<file path="src/rtl/resultado_bcd_if.sv">
// resultado_bcd_if: handshake and data bundle around the BCD formatter.
//   Upstream side : in_valid/in_ready, Resultado, Signo, C_out
//   Downstream side: out_valid/out_ready, decenas, unidades, neg, flag_z, flag_c
//   Status        : ocupado
// slave  = the formatter block, master = whoever drives it (subtractor/display).
interface resultado_bcd_if #(
  parameter int WIDTH = 4
);
  logic             in_valid;
  logic             in_ready;
  logic [WIDTH-1:0] Resultado;
  logic             Signo;
  logic             C_out;
  logic             out_valid;
  logic             out_ready;
  logic [3:0]       decenas;
  logic [3:0]       unidades;
  logic             neg;
  logic             flag_z;
  logic             flag_c;
  logic             ocupado;

  modport slave (
    input  in_valid, Resultado, Signo, C_out, out_ready,
    output in_ready, out_valid, decenas, unidades, neg, flag_z, flag_c, ocupado
  );

  modport master (
    output in_valid, Resultado, Signo, C_out, out_ready,
    input  in_ready, out_valid, decenas, unidades, neg, flag_z, flag_c, ocupado
  );
endinterface

</file>
<file path="src/rtl/resultado_bcd.sv">
// resultado_bcd: takes one subtractor result (magnitude, sign, carry) per
// handshake, converts the magnitude to two BCD digits with a one-step-per-
// cycle double-dabble engine, and presents digits plus N/Z/C flags.
//   clk, rst_n : clock, asynchronous active-low reset
//   bus        : resultado_bcd_if.slave (in/out valid-ready, data, flags, ocupado)
// Latency: accept at edge E, out_valid after edge E+WIDTH.
module resultado_bcd #(
  parameter int WIDTH = 4
) (
  input  logic             clk,
  input  logic             rst_n,
  resultado_bcd_if.slave   bus
);

  localparam int            CW   = $clog2(WIDTH + 1);
  localparam logic [CW-1:0] LAST = CW'(WIDTH - 1);

  typedef enum logic [1:0] {IDLE, CONV, DONE} state_t;

  state_t           state;
  logic [WIDTH-1:0] sh;
  logic [7:0]       bcd;
  logic [CW-1:0]    cnt;
  logic             cap_sig, cap_c, cap_z;
  logic [3:0]       dec_q, uni_q;
  logic             neg_q, z_q, c_q;

  // One double-dabble step: add-3 on nibbles >= 5, then shift {bcd,sh}.
  // The bit shifted out of the top is always 0 for magnitudes <= 63.
  logic [7:0]         adj;
  logic [8+WIDTH-1:0] step;
  logic [7:0]         bcd_nxt;
  logic [WIDTH-1:0]   sh_nxt;

  always_comb begin
    adj[3:0] = (bcd[3:0] >= 4'd5) ? bcd[3:0] + 4'd3 : bcd[3:0];
    adj[7:4] = (bcd[7:4] >= 4'd5) ? bcd[7:4] + 4'd3 : bcd[7:4];
    step     = {adj, sh} << 1;
    bcd_nxt  = step[8+WIDTH-1:WIDTH];
    sh_nxt   = step[WIDTH-1:0];
  end

  always_ff @(posedge clk or negedge rst_n) begin
    if (!rst_n) begin
      state   <= IDLE;
      sh      <= '0;
      bcd     <= '0;
      cnt     <= '0;
      cap_sig <= 1'b0;
      cap_c   <= 1'b0;
      cap_z   <= 1'b0;
      dec_q   <= '0;
      uni_q   <= '0;
      neg_q   <= 1'b0;
      z_q     <= 1'b0;
      c_q     <= 1'b0;
    end else begin
      case (state)
        IDLE: if (bus.in_valid) begin
          sh      <= bus.Resultado;
          cap_sig <= bus.Signo;
          cap_c   <= bus.C_out;
          cap_z   <= (bus.Resultado == '0);
          bcd     <= '0;
          cnt     <= '0;
          state   <= CONV;
        end
        CONV: begin
          sh  <= sh_nxt;
          bcd <= bcd_nxt;
          cnt <= cnt + 1'b1;
          if (cnt == LAST) begin
            // Digits and flags publish together on DONE entry and then hold.
            state <= DONE;
            dec_q <= bcd_nxt[7:4];
            uni_q <= bcd_nxt[3:0];
            z_q   <= cap_z;
            neg_q <= cap_sig & ~cap_z;  // -0 shows as +0
            c_q   <= cap_c;
          end
        end
        DONE: if (bus.out_ready) state <= IDLE;
        default: state <= IDLE;
      endcase
    end
  end

  assign bus.in_ready  = (state == IDLE);
  assign bus.out_valid = (state == DONE);
  assign bus.ocupado   = (state == CONV);
  assign bus.decenas   = dec_q;
  assign bus.unidades  = uni_q;
  assign bus.neg       = neg_q;
  assign bus.flag_z    = z_q;
  assign bus.flag_c    = c_q;

endmodule

</file>
<file path="src/flat_wrapper.sv">
// flat-port wrapper written by rule: the top's interface ports become plain ports
module resultado_bcd_flat 
#(
  parameter int WIDTH = 4
)
  (clk, rst_n, bus_in_valid, bus_Resultado, bus_Signo, bus_C_out, bus_out_ready, bus_in_ready, bus_out_valid, bus_decenas, bus_unidades, bus_neg, bus_flag_z, bus_flag_c, bus_ocupado);
  resultado_bcd_if #(.WIDTH(WIDTH)) bus_i ();
  input  logic clk;
  input  logic rst_n;
  input wire logic [$bits(bus_i.in_valid)-1:0] bus_in_valid;
  input wire logic [$bits(bus_i.Resultado)-1:0] bus_Resultado;
  input wire logic [$bits(bus_i.Signo)-1:0] bus_Signo;
  input wire logic [$bits(bus_i.C_out)-1:0] bus_C_out;
  input wire logic [$bits(bus_i.out_ready)-1:0] bus_out_ready;
  output wire logic [$bits(bus_i.in_ready)-1:0] bus_in_ready;
  output wire logic [$bits(bus_i.out_valid)-1:0] bus_out_valid;
  output wire logic [$bits(bus_i.decenas)-1:0] bus_decenas;
  output wire logic [$bits(bus_i.unidades)-1:0] bus_unidades;
  output wire logic [$bits(bus_i.neg)-1:0] bus_neg;
  output wire logic [$bits(bus_i.flag_z)-1:0] bus_flag_z;
  output wire logic [$bits(bus_i.flag_c)-1:0] bus_flag_c;
  output wire logic [$bits(bus_i.ocupado)-1:0] bus_ocupado;
  assign bus_i.in_valid = bus_in_valid;
  assign bus_i.Resultado = bus_Resultado;
  assign bus_i.Signo = bus_Signo;
  assign bus_i.C_out = bus_C_out;
  assign bus_i.out_ready = bus_out_ready;
  assign bus_in_ready = bus_i.in_ready;
  assign bus_out_valid = bus_i.out_valid;
  assign bus_decenas = bus_i.decenas;
  assign bus_unidades = bus_i.unidades;
  assign bus_neg = bus_i.neg;
  assign bus_flag_z = bus_i.flag_z;
  assign bus_flag_c = bus_i.flag_c;
  assign bus_ocupado = bus_i.ocupado;
  resultado_bcd #(.WIDTH(WIDTH)) u_core (.clk(clk), .rst_n(rst_n), .bus(bus_i));
endmodule
</file>
<file path="config.mk">
export PLATFORM = sky130hd
export DESIGN_NAME = resultado_bcd_flat
export DESIGN_NICKNAME = d
export VERILOG_FILES = /design/src/rtl/resultado_bcd_if.sv /design/src/rtl/resultado_bcd.sv /design/src/flat_wrapper.sv
export SDC_FILE = /design/constraint.sdc
export NUM_CORES = 1
export LEC_CHECK = 0
export CAP_MARGIN = 20
export CORE_MARGIN = 10
export CORE_UTILIZATION = 45
export DETAILED_ROUTE_END_ITERATION = 12
export PLACE_DENSITY = 0.7
export SLEW_MARGIN = 15
export SYNTH_ARGS = -nofsm -noshare
export SYNTH_HDL_FRONTEND = slang
export SYNTH_SLANG_ARGS = --single-unit
export TNS_END_PERCENT = 50
</file>
<file path="constraint.sdc">
create_clock -name clk -period 1.8 [get_ports clk]
set_input_delay 0.36 -clock clk [delete_from_list [all_inputs] [get_ports clk]]
set_output_delay 0.36 -clock clk [all_outputs]
set_load 0.01 [all_outputs]
</file>
==> metrics.md <==
| Metric | Value |
|---|---|
| Final net count | `186` |
| Slew margin rel. | `74.1%` |
| Drt first pass iters | `4` |
| Final setup fails | `0` |
| Largest stage delay, worst path | `0.45 ns` |
| Core area | `3050 sq um` |
| Wire length per cell | `13.1 um` |
| Tot Pwr | `3.30 mW` |
| I/O pin count | `24` |
| Syn Nets | `156` |
| Sequential fraction of design power | `36.4%` |
| CP max FO | `3` |
| Max Root-Sink Buffers | `2` |
| Post-Syn Area | `1450 sq um` |
| Hold slack | `0.409 ns` |
| Vias in the first global route | `1152` |
| Initial drt markers | `55` |
| CTS tree | `yes` |
| CP arrival | `1.30 ns` |
| Clock Root Buffer | `clkbuf_4` |
| EDFF count, synth | `0` |
| Port Buffers | `23` |
| Synth top area share | `53.6%` |
| Die height | `76.7 um` |
| Drt drc | `0` |
| First-pass GRT wire length | `5.14 mm` |
| Crit end category | `output port` |
| DP Wirelength | `2.09 mm` |
| Register area share after synthesis | `53.6%` |
| Sw Pwr | `1.22 mW` |
| Ys flop type | `dfrtp_1` |
| CP Cell Sequence | `buf_12 > nand2b_4 > clkinv_4 > dlygate4sd2_1` |
| Sw frac | `36.9%` |
| Largest area contributor in the netlist | `dfrtp_1` |
| Placement row count | `20` |
| Max Slew Vio Count | `0` |
| Clock Skews | `0.00698 ns` |
| CP required | `1.44 ns` |
| Worst skew pair latency | `0.33 ns` |
| Die width | `76.7 um` |
| RSZ-0062 raised after global routing | `no` |
| Clk slew on worst S/H paths | `0.10 ns` |
| Tightest Pin Transition | `0.388 ns` |
| Fmax | `602 MHz` |
| HP Class | `primary input to asynchronous set/reset pin` |
| Setup TNS | `0 ns` |
| Initial antenna violation count | `0` |
| Buf/Inv on CP | `3` |
| Mean Syn Cell Area | `10.3 sq um` |
| # clock sinks | `31` |
| Status | `complete, no violations` |
| Unique cell type count in the Yosys netlist | `21` |
| Min cycle time layout | `1.66 ns` |
| Top cell family by delay on the critical path | `buffers and inverters` |
| Pin count of the biggest net entering global routing | `32` |
| Hold buffers post-CTS | `0` |
| Die area | `5880 sq um` |
| Total Wirelength | `2.82 mm` |
| Pwr Density | `1780 nW/um^2` |
| Top cells by area, synth | `dfrtp_1 54%, o21ai_0 8.3%, ha_1 5.2%, nand2_1 4.9%, nand3_1 3.8%` |
| Synth cell count leaders | `31 x dfrtp_1, 24 x o21ai_0, 19 x nand2_1, 11 x nand3_1, 8 x inv_1` |
| Slowest cell on the critical path | `dfrtp_2` |
| Grt ovf | `0` |
| GP Congestion | `0.708` |
| WS Path Type | `flop to output port` |
| Routed Antenna Nets | `0` |
| Combinational share of power | `46.4%` |
| Syn Inst Count | `140` |
| Total of max-cap violations | `0` |
| Hold Violations, Final | `0` |
| Crit path launch type | `flop` |
| Count leader, synth | `dfrtp_1` |
| Syn-to-layout area delta | `28.0%` |
| Yosys warns | `0` |
| Via Count | `1057` |
| Static leakage | `0.868 nW` |
| GRT Overall Usage | `10.6%` |
| Seq cells post-synth | `31` |
| Share of layout cells above drive strength 1 | `17.5%` |
| Num CTS Buffers | `5` |
| Maximum VDD drop | `1.02 mV` |
| Tcrit/Tclk final | `92.3%` |
| Internal power consumption | `2.08 mW` |
| Vias/cell | `4.92` |
| H-tree level count | `2` |
| Clock Power Share | `17.2%` |
| Diode count | `0` |
| Initial Utilization | `47.4%` |
| FFs w/ async S/R, synth | `100%` |
cells by family (layout without fill, tap and decap cells):
kind of cell               Yosys count  count (layout)  synth area share, %
and+or+nand+nor                     45              45                 15.1
DFF                                 31              31                 53.6
AOI/OAI and AO/OA                   30              30                 10.4
buffers and inverters               15              46                 5.54
muxes                               11              11                 9.00
adders and majority gates            6               6                 5.19
xor gates and xnor gates             2               2                 1.21
registers in the layout (all words and copies together) (netlist names):
| register | cells |
|---|---|
| u_core.bus.flag_z | 1 |
| u_core.cap_c | 1 |
| u_core.bus.decenas | 4 |
| u_core.state | 2 |
| u_core.cap_sig | 1 |
| u_core.bus.neg | 1 |
| u_core.bcd | 8 |
| u_core.sh | 4 |
| u_core.cap_z | 1 |
| u_core.cnt | 3 |
| u_core.bus.unidades | 4 |
| u_core.bus.flag_c | 1 |
cell type report:
| cell class | instances | area, sq um |
|---|---|---|
| clock inverters | 2 | 35.0 |
| fillers | 286 | 1200 |
| repair buffers | 29 | 284 |
| well taps | 44 | 55.1 |
| flip-flops and latches | 31 | 777 |
| inverters | 9 | 38.8 |
| clock buffers | 6 | 51.3 |
| multi-input cells | 94 | 611 |
through the flow:
| step | utilization, % | cell area [sq um] | setup slack (ns) | cells |
|---|---|---|---|---|
| after global placement | 56.6 | 1730 | 0.188 | 206 |
| after floorplan | - | 1450 | 0.277 | 140 |
| after detailed placement | 56.6 | 1730 | 0.134 | 206 |
| after CTS | 60.3 | 1840 | 0.0809 | 215 |
| after global routing | 60.7 | 1850 | 0.0200 | 215 |
| final | 60.7 | 1850 | 0.138 | 215 |
metal layers:
layer / track usage [%] / vias up / share of wire (%)
met5: 0 / - / 0
met1: 11.7 / 495 / 43
met3: 3.73 / 7 / 5.1
li1: - / 535 / -
met2: 17.5 / 20 / 50
met4: 5.95 / 0 / 2.1
power groups by stage:
| stage | Sequential, mW | Clock, mW | Combinational [mW] |
|---|---|---|---|
| CTS | 1.20 | 0.586 | 1.54 |
| finish | 1.20 | 0.569 | 1.53 |
| global placement | 1.19 | 0 | 1.44 |
| floorplan | 1.21 | 0 | 0.947 |
| global route | 1.25 | 0.614 | 1.75 |
| detailed placement | 1.20 | 0 | 1.49 |
layout by cell type (no fill, tap or decap), drive strengths merged, types with 6 or more instances in the layout:
master	synthesis	layout
ha	6	6
clkbuf	1	6
nand2	21	21
o21ai	24	24
a21oi	6	6
inv	8	8
mux2	7	7
nand3	11	11
clkdlybuf4s50	0	20
buf	5	6
dfrtp	31	31
worst paths after layout:
path                                     endpoint  cells after the start  slack (ns)                   start
min in group clk           u_core.bus.unidades[1]                      2        0.48  u_core.bus.unidades[1]
min reg2reg                u_core.bus.unidades[1]                      2        0.48  u_core.bus.unidades[1]
min                                 u_core.bcd[6]                      2        0.41                   rst_n
max reg2reg                u_core.bus.unidades[2]                      6        0.16           u_core.bcd[0]
max in group asynchronous         u_core.state[0]                      2        1.09                   rst_n
max                                   bus_ocupado                      4        0.14         u_core.state[0]
repair_timing:
action | 4_1_cts | 5_1_grt
gates resized for setup | 6 | 3
buffers inserted | 1 | 0
endpoints found under the setup margin | 3 | 4
hold endpoints to repair | 0 | 0
No activity file was read; power rests on OpenSTA's default activity.
